<file path="src/rtl/mem_stage_pkg.sv">
// rv32i_types: shared types for the memory-access pipeline stage.
//   mem_state_t      - mem_stage FSM states (IDLE, REQ)
//   load_funct3_t    - funct3 encodings of the RV32I load instructions
//   store_funct3_t   - funct3 encodings of the RV32I store instructions
//   regfilemux_sel_t - write-back mux select, carried through this stage
package rv32i_types;

  localparam int BYTES_PER_WORD = 4;

  typedef enum logic {
    IDLE = 1'b0,
    REQ  = 1'b1
  } mem_state_t;

  typedef enum logic [2:0] {
    lb  = 3'b000,
    lh  = 3'b001,
    lw  = 3'b010,
    lbu = 3'b100,
    lhu = 3'b101
  } load_funct3_t;

  typedef enum logic [2:0] {
    sb = 3'b000,
    sh = 3'b001,
    sw = 3'b010
  } store_funct3_t;

  typedef enum logic [3:0] {
    rfm_alu_out  = 4'd0,
    rfm_br_en    = 4'd1,
    rfm_u_imm    = 4'd2,
    rfm_load     = 4'd3,
    rfm_pc_plus4 = 4'd4
  } regfilemux_sel_t;

endpackage

</file>
<file path="src/rtl/mem_stage_if.sv">
// mem_stage_if: data-memory port of the memory-access stage.
//   master (the stage): dmem_address, dmem_read, dmem_write, dmem_wdata,
//                       dmem_mbe out; dmem_rdata, dmem_resp in
//   slave  (memory):    the mirror image
// dmem_resp is a single-cycle pulse that completes the outstanding request.
interface mem_stage_if #(
  parameter int ADDR_W = 32
);
  logic [ADDR_W-1:0]   dmem_address;
  logic                dmem_read;
  logic                dmem_write;
  logic [ADDR_W-1:0]   dmem_wdata;
  logic [ADDR_W/8-1:0] dmem_mbe;
  logic [ADDR_W-1:0]   dmem_rdata;
  logic                dmem_resp;

  modport master (
    output dmem_address, dmem_read, dmem_write, dmem_wdata, dmem_mbe,
    input  dmem_rdata, dmem_resp
  );

  modport slave (
    input  dmem_address, dmem_read, dmem_write, dmem_wdata, dmem_mbe,
    output dmem_rdata, dmem_resp
  );
endinterface

</file>
<file path="src/rtl/mem_store_align.sv">
// mem_store_align: combinational byte-lane steering for stores.
//   funct3 - store width code (sb/sh/sw; anything else gives no enables)
//   offset - low two bits of the effective address
//   rs2    - store data as it comes from the register file
//   mbe    - byte enables for the word-aligned access
//   wdata  - store data shifted into its byte lanes
module mem_store_align
  import rv32i_types::*;
(
  input  logic [2:0]  funct3,
  input  logic [1:0]  offset,
  input  logic [31:0] rs2,
  output logic [3:0]  mbe,
  output logic [31:0] wdata
);

  always_comb begin
    mbe   = 4'b0000;
    wdata = rs2;
    case (store_funct3_t'(funct3))
      sb: begin
        mbe   = 4'b0001 << offset;
        wdata = rs2 << {offset, 3'b000};
      end
      sh: begin
        // Halfword lane is chosen by offset[1] only; a misaligned
        // offset[0] is silently dropped.
        mbe   = 4'b0011 << {offset[1], 1'b0};
        wdata = rs2 << {offset[1], 4'b0000};
      end
      sw: begin
        mbe   = 4'b1111;
        wdata = rs2;
      end
      default: begin
        // Unknown width: the write strobe still goes out, but no lane
        // is enabled so memory is untouched.
        mbe   = 4'b0000;
        wdata = rs2;
      end
    endcase
  end

endmodule

</file>
<file path="src/rtl/mem_stage.sv">
// mem_stage: memory-access pipeline stage between execute and write-back.
//   clk, rst_n          - clock, asynchronous active-low reset
//   in_valid/in_ready   - execute bundle handshake (ready only in IDLE)
//   in_*                - execute bundle: load/store flags, funct3, ALU
//                         result / effective address, store data and the
//                         write-back pass-through fields
//   dmem                - data-memory port (mem_stage_if.master)
//   wb_valid            - one-cycle pulse per completed bundle
//   wb_*                - registered MEM/WB bundle; hold value when idle
// Non-memory bundles reach write-back one cycle after acceptance. Memory
// bundles hold a request on dmem until dmem_resp, then complete.
module mem_stage
  import rv32i_types::*;
#(
  parameter int ADDR_W = 32,
  parameter int RD_W   = 5
) (
  input  logic              clk,
  input  logic              rst_n,

  input  logic              in_valid,
  output logic              in_ready,
  input  logic              in_load,
  input  logic              in_store,
  input  logic [2:0]        in_funct3,
  input  logic [ADDR_W-1:0] in_alu_out,
  input  logic [ADDR_W-1:0] in_rs2,
  input  logic              in_br_en,
  input  logic [ADDR_W-1:0] in_u_imm,
  input  logic [ADDR_W-1:0] in_pc,
  input  regfilemux_sel_t   in_regfilemux_sel,
  input  logic [RD_W-1:0]   in_rd,
  input  logic              in_load_regfile,

  mem_stage_if.master       dmem,

  output logic              wb_valid,
  output logic [ADDR_W-1:0] wb_data_value,
  output logic [1:0]        wb_mem_address_last_two_bits,
  output logic [2:0]        wb_funct3,
  output logic [ADDR_W-1:0] wb_alu_out,
  output logic              wb_br_en,
  output logic [ADDR_W-1:0] wb_u_imm,
  output logic [ADDR_W-1:0] wb_pc,
  output regfilemux_sel_t   wb_regfilemux_sel,
  output logic [RD_W-1:0]   wb_rd,
  output logic              wb_load_regfile
);

  // Fields that travel untouched from execute to write-back.
  typedef struct packed {
    logic [2:0]        funct3;
    logic [ADDR_W-1:0] alu_out;
    logic              br_en;
    logic [ADDR_W-1:0] u_imm;
    logic [ADDR_W-1:0] pc;
    regfilemux_sel_t   regfilemux_sel;
    logic [RD_W-1:0]   rd;
    logic              load_regfile;
  } pass_t;

  mem_state_t        state_reg;
  logic [ADDR_W-1:0] req_addr_reg;
  logic              req_read_reg;
  logic              req_write_reg;
  logic [ADDR_W-1:0] req_wdata_reg;
  logic [3:0]        req_mbe_reg;
  pass_t             pend_reg;     // bundle parked while the request is out
  pass_t             wb_pass_reg;
  logic [ADDR_W-1:0] wb_data_reg;
  logic              wb_valid_reg;

  pass_t             in_pass;
  logic [3:0]        align_mbe;
  logic [31:0]       align_wdata;
  logic              in_is_mem;

  assign in_pass = '{
    funct3:         in_funct3,
    alu_out:        in_alu_out,
    br_en:          in_br_en,
    u_imm:          in_u_imm,
    pc:             in_pc,
    regfilemux_sel: in_regfilemux_sel,
    rd:             in_rd,
    load_regfile:   in_load_regfile
  };

  assign in_is_mem = in_load | in_store;

  mem_store_align u_store_align (
    .funct3 (in_funct3),
    .offset (in_alu_out[1:0]),
    .rs2    (in_rs2[31:0]),
    .mbe    (align_mbe),
    .wdata  (align_wdata)
  );

  always_ff @(posedge clk or negedge rst_n) begin
    if (!rst_n) begin
      state_reg     <= IDLE;
      req_addr_reg  <= '0;
      req_read_reg  <= 1'b0;
      req_write_reg <= 1'b0;
      req_wdata_reg <= '0;
      req_mbe_reg   <= '0;
      pend_reg      <= '0;
      wb_pass_reg   <= '0;
      wb_data_reg   <= '0;
      wb_valid_reg  <= 1'b0;
    end else begin
      wb_valid_reg <= 1'b0;
      case (state_reg)
        IDLE: begin
          if (in_valid) begin
            if (in_is_mem) begin
              // A bundle flagged as both load and store is a store.
              state_reg     <= REQ;
              req_addr_reg  <= {in_alu_out[ADDR_W-1:2], 2'b00};
              req_read_reg  <= ~in_store;
              req_write_reg <= in_store;
              req_mbe_reg   <= in_store ? align_mbe : 4'b1111;
              req_wdata_reg <= in_store ? ADDR_W'(align_wdata) : '0;
              pend_reg      <= in_pass;
            end else begin
              wb_pass_reg  <= in_pass;
              wb_data_reg  <= '0;
              wb_valid_reg <= 1'b1;
            end
          end
        end
        REQ: begin
          if (dmem.dmem_resp) begin
            state_reg     <= IDLE;
            req_read_reg  <= 1'b0;
            req_write_reg <= 1'b0;
            wb_data_reg   <= req_write_reg ? '0 : dmem.dmem_rdata;
            wb_pass_reg   <= pend_reg;
            wb_valid_reg  <= 1'b1;
          end
        end
        default: state_reg <= IDLE;
      endcase
    end
  end

  assign in_ready = (state_reg == IDLE);

  assign dmem.dmem_address = req_addr_reg;
  assign dmem.dmem_read    = req_read_reg;
  assign dmem.dmem_write   = req_write_reg;
  assign dmem.dmem_wdata   = req_wdata_reg;
  assign dmem.dmem_mbe     = req_mbe_reg;

  assign wb_valid                     = wb_valid_reg;
  assign wb_data_value                = wb_data_reg;
  assign wb_mem_address_last_two_bits = wb_pass_reg.alu_out[1:0];
  assign wb_funct3                    = wb_pass_reg.funct3;
  assign wb_alu_out                   = wb_pass_reg.alu_out;
  assign wb_br_en                     = wb_pass_reg.br_en;
  assign wb_u_imm                     = wb_pass_reg.u_imm;
  assign wb_pc                        = wb_pass_reg.pc;
  assign wb_regfilemux_sel            = wb_pass_reg.regfilemux_sel;
  assign wb_rd                        = wb_pass_reg.rd;
  assign wb_load_regfile              = wb_pass_reg.load_regfile;

endmodule
</file>
<file path="src/flat_wrapper.sv">
// flat-port wrapper written by rule: the top's interface ports become plain ports
module mem_stage_flat import rv32i_types::*;
#(
  parameter int ADDR_W = 32,
  parameter int RD_W   = 5
)
  (clk, rst_n, in_valid, in_ready, in_load, in_store, in_funct3, in_alu_out, in_rs2, in_br_en, in_u_imm, in_pc, in_regfilemux_sel, in_rd, in_load_regfile, wb_valid, wb_data_value, wb_mem_address_last_two_bits, wb_funct3, wb_alu_out, wb_br_en, wb_u_imm, wb_pc, wb_regfilemux_sel, wb_rd, wb_load_regfile, dmem_dmem_address, dmem_dmem_read, dmem_dmem_write, dmem_dmem_wdata, dmem_dmem_mbe, dmem_dmem_rdata, dmem_dmem_resp);
  mem_stage_if #(.ADDR_W(ADDR_W)) dmem_i ();
  input  logic clk;
  input  logic rst_n;
  input  logic in_valid;
  output logic in_ready;
  input  logic in_load;
  input  logic in_store;
  input  logic [2:0] in_funct3;
  input  logic [ADDR_W-1:0] in_alu_out;
  input  logic [ADDR_W-1:0] in_rs2;
  input  logic in_br_en;
  input  logic [ADDR_W-1:0] in_u_imm;
  input  logic [ADDR_W-1:0] in_pc;
  input  regfilemux_sel_t in_regfilemux_sel;
  input  logic [RD_W-1:0] in_rd;
  input  logic in_load_regfile;
  output logic wb_valid;
  output logic [ADDR_W-1:0] wb_data_value;
  output logic [1:0] wb_mem_address_last_two_bits;
  output logic [2:0] wb_funct3;
  output logic [ADDR_W-1:0] wb_alu_out;
  output logic wb_br_en;
  output logic [ADDR_W-1:0] wb_u_imm;
  output logic [ADDR_W-1:0] wb_pc;
  output regfilemux_sel_t wb_regfilemux_sel;
  output logic [RD_W-1:0] wb_rd;
  output logic wb_load_regfile;
  output wire logic [$bits(dmem_i.dmem_address)-1:0] dmem_dmem_address;
  output wire logic [$bits(dmem_i.dmem_read)-1:0] dmem_dmem_read;
  output wire logic [$bits(dmem_i.dmem_write)-1:0] dmem_dmem_write;
  output wire logic [$bits(dmem_i.dmem_wdata)-1:0] dmem_dmem_wdata;
  output wire logic [$bits(dmem_i.dmem_mbe)-1:0] dmem_dmem_mbe;
  input wire logic [$bits(dmem_i.dmem_rdata)-1:0] dmem_dmem_rdata;
  input wire logic [$bits(dmem_i.dmem_resp)-1:0] dmem_dmem_resp;
  assign dmem_dmem_address = dmem_i.dmem_address;
  assign dmem_dmem_read = dmem_i.dmem_read;
  assign dmem_dmem_write = dmem_i.dmem_write;
  assign dmem_dmem_wdata = dmem_i.dmem_wdata;
  assign dmem_dmem_mbe = dmem_i.dmem_mbe;
  assign dmem_i.dmem_rdata = dmem_dmem_rdata;
  assign dmem_i.dmem_resp = dmem_dmem_resp;
  mem_stage #(.ADDR_W(ADDR_W), .RD_W(RD_W)) u_core (.clk(clk), .rst_n(rst_n), .in_valid(in_valid), .in_ready(in_ready), .in_load(in_load), .in_store(in_store), .in_funct3(in_funct3), .in_alu_out(in_alu_out), .in_rs2(in_rs2), .in_br_en(in_br_en), .in_u_imm(in_u_imm), .in_pc(in_pc), .in_regfilemux_sel(in_regfilemux_sel), .in_rd(in_rd), .in_load_regfile(in_load_regfile), .dmem(dmem_i), .wb_valid(wb_valid), .wb_data_value(wb_data_value), .wb_mem_address_last_two_bits(wb_mem_address_last_two_bits), .wb_funct3(wb_funct3), .wb_alu_out(wb_alu_out), .wb_br_en(wb_br_en), .wb_u_imm(wb_u_imm), .wb_pc(wb_pc), .wb_regfilemux_sel(wb_regfilemux_sel), .wb_rd(wb_rd), .wb_load_regfile(wb_load_regfile));
endmodule
</file>
<file path="config.mk">
export PLATFORM = sky130hd
export DESIGN_NAME = mem_stage_flat
export DESIGN_NICKNAME = d
export VERILOG_FILES = /design/src/rtl/mem_stage_pkg.sv /design/src/rtl/mem_stage_if.sv /design/src/rtl/mem_store_align.sv /design/src/rtl/mem_stage.sv /design/src/flat_wrapper.sv
export SDC_FILE = /design/constraint.sdc
export NUM_CORES = 1
export LEC_CHECK = 0
export CORE_ASPECT_RATIO = 0.5
export CORE_UTILIZATION = 45
export CTS_CLUSTER_SIZE = 20
export DETAILED_ROUTE_END_ITERATION = 7
export DONT_BUFFER_PORTS = 1
export PLACE_DENSITY = 0.62
export REMOVE_ABC_BUFFERS = 1
export SETUP_SLACK_MARGIN = 0.15
export SYNTH_ARGS = -nofsm -noshare
export SYNTH_HDL_FRONTEND = slang
export SYNTH_SLANG_ARGS = --single-unit
export TNS_END_PERCENT = 100
</file>
<file path="constraint.sdc">
create_clock -name clk -period 2.8 [get_ports clk]
set_input_delay 0.28 -clock clk [delete_from_list [all_inputs] [get_ports clk]]
set_output_delay 0.28 -clock clk [all_outputs]
set_load 0.03 [all_outputs]
</file>
## After elaboration in Yosys (flattened, before gate mapping)

Index checks and enable logic that the tools add are counted.

| storage, ports and cells | value |
|---|---|
| register bits after elaboration | 322 |
| input port bits | 180 |
| output and inout bits | 216 |

| cells by class | value |
|---|---|
| equal/unequal tests | 6 |
| shift operators | 4 |
| muxes and demuxes | 28 |
| bitwise logic cells | 3 |
| reduce and logical (&&, ||, !) cells | 4 |

Operator list:

| cell | count |
|---|---|
| 2-to-1 mux 110 bit | 3 |
| case mux 110 bit (2 select lines) | 1 |
| 2-to-1 mux 32 bit | 5 |
| case mux 32 bit (2 select lines) | 2 |
| left shift 32 x 5 -> 32 bit | 2 |
| case mux 4 bit (3 select lines) | 1 |
| 2-to-1 mux 1 bit | 11 |
| AND reduction 3 bit | 3 |
| case mux 1 bit (2 select lines) | 4 |
| != test 2 bit (second input constant) | 3 |
| 2-to-1 mux 4 bit | 1 |
| left shift 1 x 2 -> 4 bit (first input constant) | 1 |
| left shift 2 x 2 -> 4 bit (first input constant) | 1 |
| == test 3 x 1 -> 1 bit (second input constant) | 1 |
| == test 3 x 2 -> 1 bit (second input constant) | 1 |
| logical NOT 3 bit | 1 |
| != test 2 x 1 -> 1 bit (second input constant) | 1 |
| NOT 1 bit | 2 |
| bitwise OR 1 bit | 1 |

## Longest topological paths before layout

| logic depth | value |
|---|---|
| word-level depth | 4 |
| mapped depth | 8 |
| gate-level depth less buffers | 4 |

## Cells and area by module

From an unflattened synthesis, not the netlist that was laid out.

| second synthesis, totals | value |
|---|---|
| cells, all modules | 988 |
| area total of the unflattened synthesis | 13315.3 sq um |

Modules (own cells, without submodules):

| module | instances | cells an instance | area an instance (sq um) | sequential area each (sq um) |
|---|---|---|---|---|
| mem_stage | 1 | 861 | 12543.3 | 7307.0 |
| mem_store_align | 1 | 127 | 772.0 | 0.0 |

## Least setup slack after synthesis

No wires, ideal clock.

| timing | value |
|---|---|
| kind | input-to-reg |
| start point | input in_funct3[1] |
| end point | register u_core.req_wdata_reg[29], in the netlist u_core.dmem.dmem_wdata[29] |
| setup time | 0.126 ns |
| data arrival time | 1.514 ns |
| slack | 1.160 ns |
| stages on the path | 4 |
| path through | or2_4 o21ai_4 mux2_2 a221o_2 |

| between the ends | value |
|---|---|
| longest elaborated chain between the ends | 3 |

Ends and longest elaborated chain:

| what | line | text |
|---|---|---|
| start: declaration | flat_wrapper.sv:15 | `input logic [2:0] in_funct3;` |
| == test 3 x 1 -> 1 bit / logical NOT 3 bit (equally long branches) | mem_store_align.sv:20 | `case (store_funct3_t'(funct3))` |
| case mux 32 bit (2 select lines) * | mem_store_align.sv:20 |  |
| 2-to-1 mux 32 bit * | mem_stage.sv:123 | `req_wdata_reg <= in_store ? ADDR_W'(align_wdata) : '0;` |
| end signal: assignment | mem_stage.sv:123 |  |
| end: declaration | mem_stage.sv:66 | `logic [ADDR_W-1:0] req_wdata_reg;` |

Every way passes the cells marked *; elsewhere a longest branch is shown, timed or not.
A chain may end at the register's enable or synchronous reset.

## Worst setup path in the final report

| timing | value |
|---|---|
| start point | register u_core.state_reg |
| end point | register u_core.wb_pass_reg (netlist bit u_core.wb_alu_out[15]) |

| between the ends | value |
|---|---|
| longest elaborated chain between the ends | 3 |

Ends and longest elaborated chain:

| what | line | text |
|---|---|---|
| start: declaration | mem_stage.sv:62 | `mem_state_t state_reg;` |
| start signal: assignment | mem_stage.sv:101 | `state_reg <= IDLE;` |
| start signal: assignment | mem_stage.sv:118 | `state_reg <= REQ;` |
| start signal: assignment | mem_stage.sv:134 | `state_reg <= IDLE;` |
| NOT 1 bit (no source line) | - |  |
| != test 2 bit (no source line) | - |  |
| AND reduction 3 bit (no source line) | - |  |
| end signal: assignment | mem_stage.sv:126 | `wb_pass_reg <= in_pass;` |
| end signal: assignment | mem_stage.sv:138 | `wb_pass_reg <= pend_reg;` |
| end: declaration | mem_stage.sv:69 | `pass_t wb_pass_reg;` |

Several ways; a longest one is shown, not always the timed one.

==> run summary <==
Hold Fails Final Rpt - 292
Post_cts resized - 0
Cell mode on critical path - nand2_1
CP max stage delay - 0.67 ns
Die X-Extent - 239.3 um
Post-Syn Instances - 1,305
Number of flip-flops in the largest register - 110
Leakage - 7.393 nW
CTS clk-pin slew, worst paths - 0.08 ns
Critical Path AT - 2.72 ns
Post-synth ARST share - 100.0%
Vias in the first global route - 9,871
Root buffer cell - clkbuf_16
TritonCTS buffer count - 27
Final setup viols - 0
GRT overflow - 0
Via count - 9,589
RSZ-0062 raised after global routing - false
Critical path's slowest cell - a21boi_4
Synth top area share - 57.66%
Htree depth - 1
Pwr Density - 885.1 mW/mm^2
Setup TNS - 0 ns
Worst EP required - 3.23 ns
# Max-Cap Violations - 0
Crit-path leading delay family - compound AO/OA/AOI/OAI gates
Worst R2R Start - u_core.state_reg$_DFF_PN0_
Core area - 0.02706 sq mm
Die height - 120.7 um
Vias/cell - 5.307
Layout area overhead - 22.28%
GPL Wtd Cong - 0.8190
CTS tree - done
Final worst path period need - 2.285 ns
Post-CTS Hold Buffers - 176
First DRT Iteration DRCs - 636
Startpoint types - flip-flop
Synthesized area - 0.01267 sq mm
Total area of sequential cells - 0.007311 sq mm
Worst-Skew Late Latency - 0.54 ns
Dominant synthesized flop cell - dfrtp_1
DR pass1 iterations - 5
EDFF count, synth - 0
Sequential share of the synthesized area - 57.66%
Least-Margin Pin Slew - 1.000 ns
Cell taking the most area after synthesis - dfrtp_1
Initial antenna violation count - 2
WL final - 34,050 um
Crit. Startpoint - u_core.state_reg$_DFF_PN0_
Cell variety after synth - 34
HP Class - in2async
Die area - 0.02888 sq mm
GRT Total Usage - 23.39%
Largest cells by area after synthesis - dfrtp_1 (58%), nand2_1 (15%), mux2i_1 (8.7%)
Setup bufs post-CTS - 0
Yosys warns - 0
Rel. slew slack - 33.06%
Synth Register Bits - 292
Max frequency - 437.6 MHz
CP Cell Sequence - nand2_1 -> a21boi_4 -> buf_12 -> nand2_1 -> o21ai_0
Ports - 396
Critical path endpoint category - flip-flop
Starting Density - 46.82%
Fin crit share - 81.62%
Critical path type - reg2reg
Failing checks - hold timing
Placement row count - 42
Final Max Tran Viols - 0
First-pass GRT wire length - 53,390 um
Most frequent cells in the layout - nand2_1 (511), dfrtp_1 (291), dlygate4sd3_1 (176)
Detail Placement HPWL - 21,190 um
Routed WL per cell - 18.84 um
CTS Sinks - 292
Status - complete, but fails checks
IO Port Bufs - 0
DRC violations left - 0
Max IR drop VDD - 0.5085 mV
Area of the multi-input gates - 0.004737 sq mm
Share of cells above drive strength 1 - 7.198%
Clock Tree Buf Depth - 3
Most common cell after layout, fill and taps aside - nand2_1
Largest net degree at the start of global routing - 293
CP Max Fanout - 84
WP buf/inv - 1
Setup Skew - 0.01840 ns
Fin Hold WS - -0.5627 ns
Syn avg cell area - 9.710 sq um
Routed Antenna Nets - 0
# nets final - 1,591
Fillers - 2,283
logic make-up after synthesis:
logic type	count (synthesis)	synth area share, %
simple gates	550	17.13
other cells	1	0.02959
flops	292	57.66
mux	118	9.400
buf+inv	120	5.213
compound gates	224	10.56
where the power goes:
group	total, mW	leakage, nW	switching [mW]	internal [mW]
clock network	3.95	0.478	1.60	2.35
registers	7.77	3.67	2.54	5.24
logic	1.99	3.24	1.08	0.915
stage by stage:
step	cells	setup slack (ns)	total power, mW	instance area (sq um)	utilization, %
3_3_place_gp	1580	0.5784	9.468	12780	47.21
5_1_grt	1807	0.3934	14.36	15490	57.25
3_5_place_dp	1580	0.5471	9.592	12780	47.21
4_1_cts	1805	0.5248	13.81	15490	57.24
2_1_floorplan	1190	-6.606	8.972	12030	-
6_report	1807	0.5147	13.71	15490	57.25
worst reg2reg max path, stage by stage (launching register included):
cell	delay (ns)
dfrtp_4	0.66
nand2_1	0.22
a21boi_4	0.67
buf_12	0.38
nand2_1	0.14
o21ai_0	0.12
path summary, 6_finish.rpt:
check / slack (ns) / to / cells after the start
setup / recovery: 0.51 / u_core.wb_alu_out[15]$_DFFE_PN0P_ / 5
hold / removal: -0.56 / u_core.dmem.dmem_wdata[7]$_DFFE_PN0P_ / 0
setup reg to reg: 0.51 / u_core.wb_alu_out[15]$_DFFE_PN0P_ / 5
hold reg to reg: 0.47 / u_core.pend_reg[46]$_DFFE_PN0P_ / 2
max in group asynchronous: 2.89 / u_core.wb_u_imm[4]$_DFFE_PN0P_ / 0
min in group clk: 0.03 / u_core.dmem.dmem_mbe[1]$_DFFE_PN0P_ / 3
per-layer routing:
layer | wire length, um | up-vias | global-route usage [%]
met1 | 13730 | 4718 | 28.25
met2 | 17110 | 312 | 40.99
met3 | 1905 | 90 | 5.137
met4 | 1298 | 0 | 8.934
met5 | 0 | - | 0
li1 | - | 4469 | -
synthesized netlist by cell type, types with 6 or more instances:
library cell,count
o21ai_0,159
and2_1,8
clkbuf_1,40
a22o_2,8
a221o_1,12
mux2i_1,110
o21ai_1,8
a22o_1,8
nor2_1,12
buf_4,36
nand2_1,511
a21oi_1,13
nand2b_1,6
dfrtp_1,292
a21o_2,9
mux2_2,8
buf_2,36
final cells by class:
class | instances | area share [%]
Sequential cell | 292 | 47.18
Multi-Input combinational cell | 894 | 30.57
Timing Repair Buffer | 192 | 12.95
Clock buffer | 38 | 5.144
Tap cell | 374 | 3.020
Clock inverter | 11 | 1.001
Inverter | 4 | 0.09690
Antenna cell | 2 | 0.03230
No activity file was read; power rests on OpenSTA's default activity.
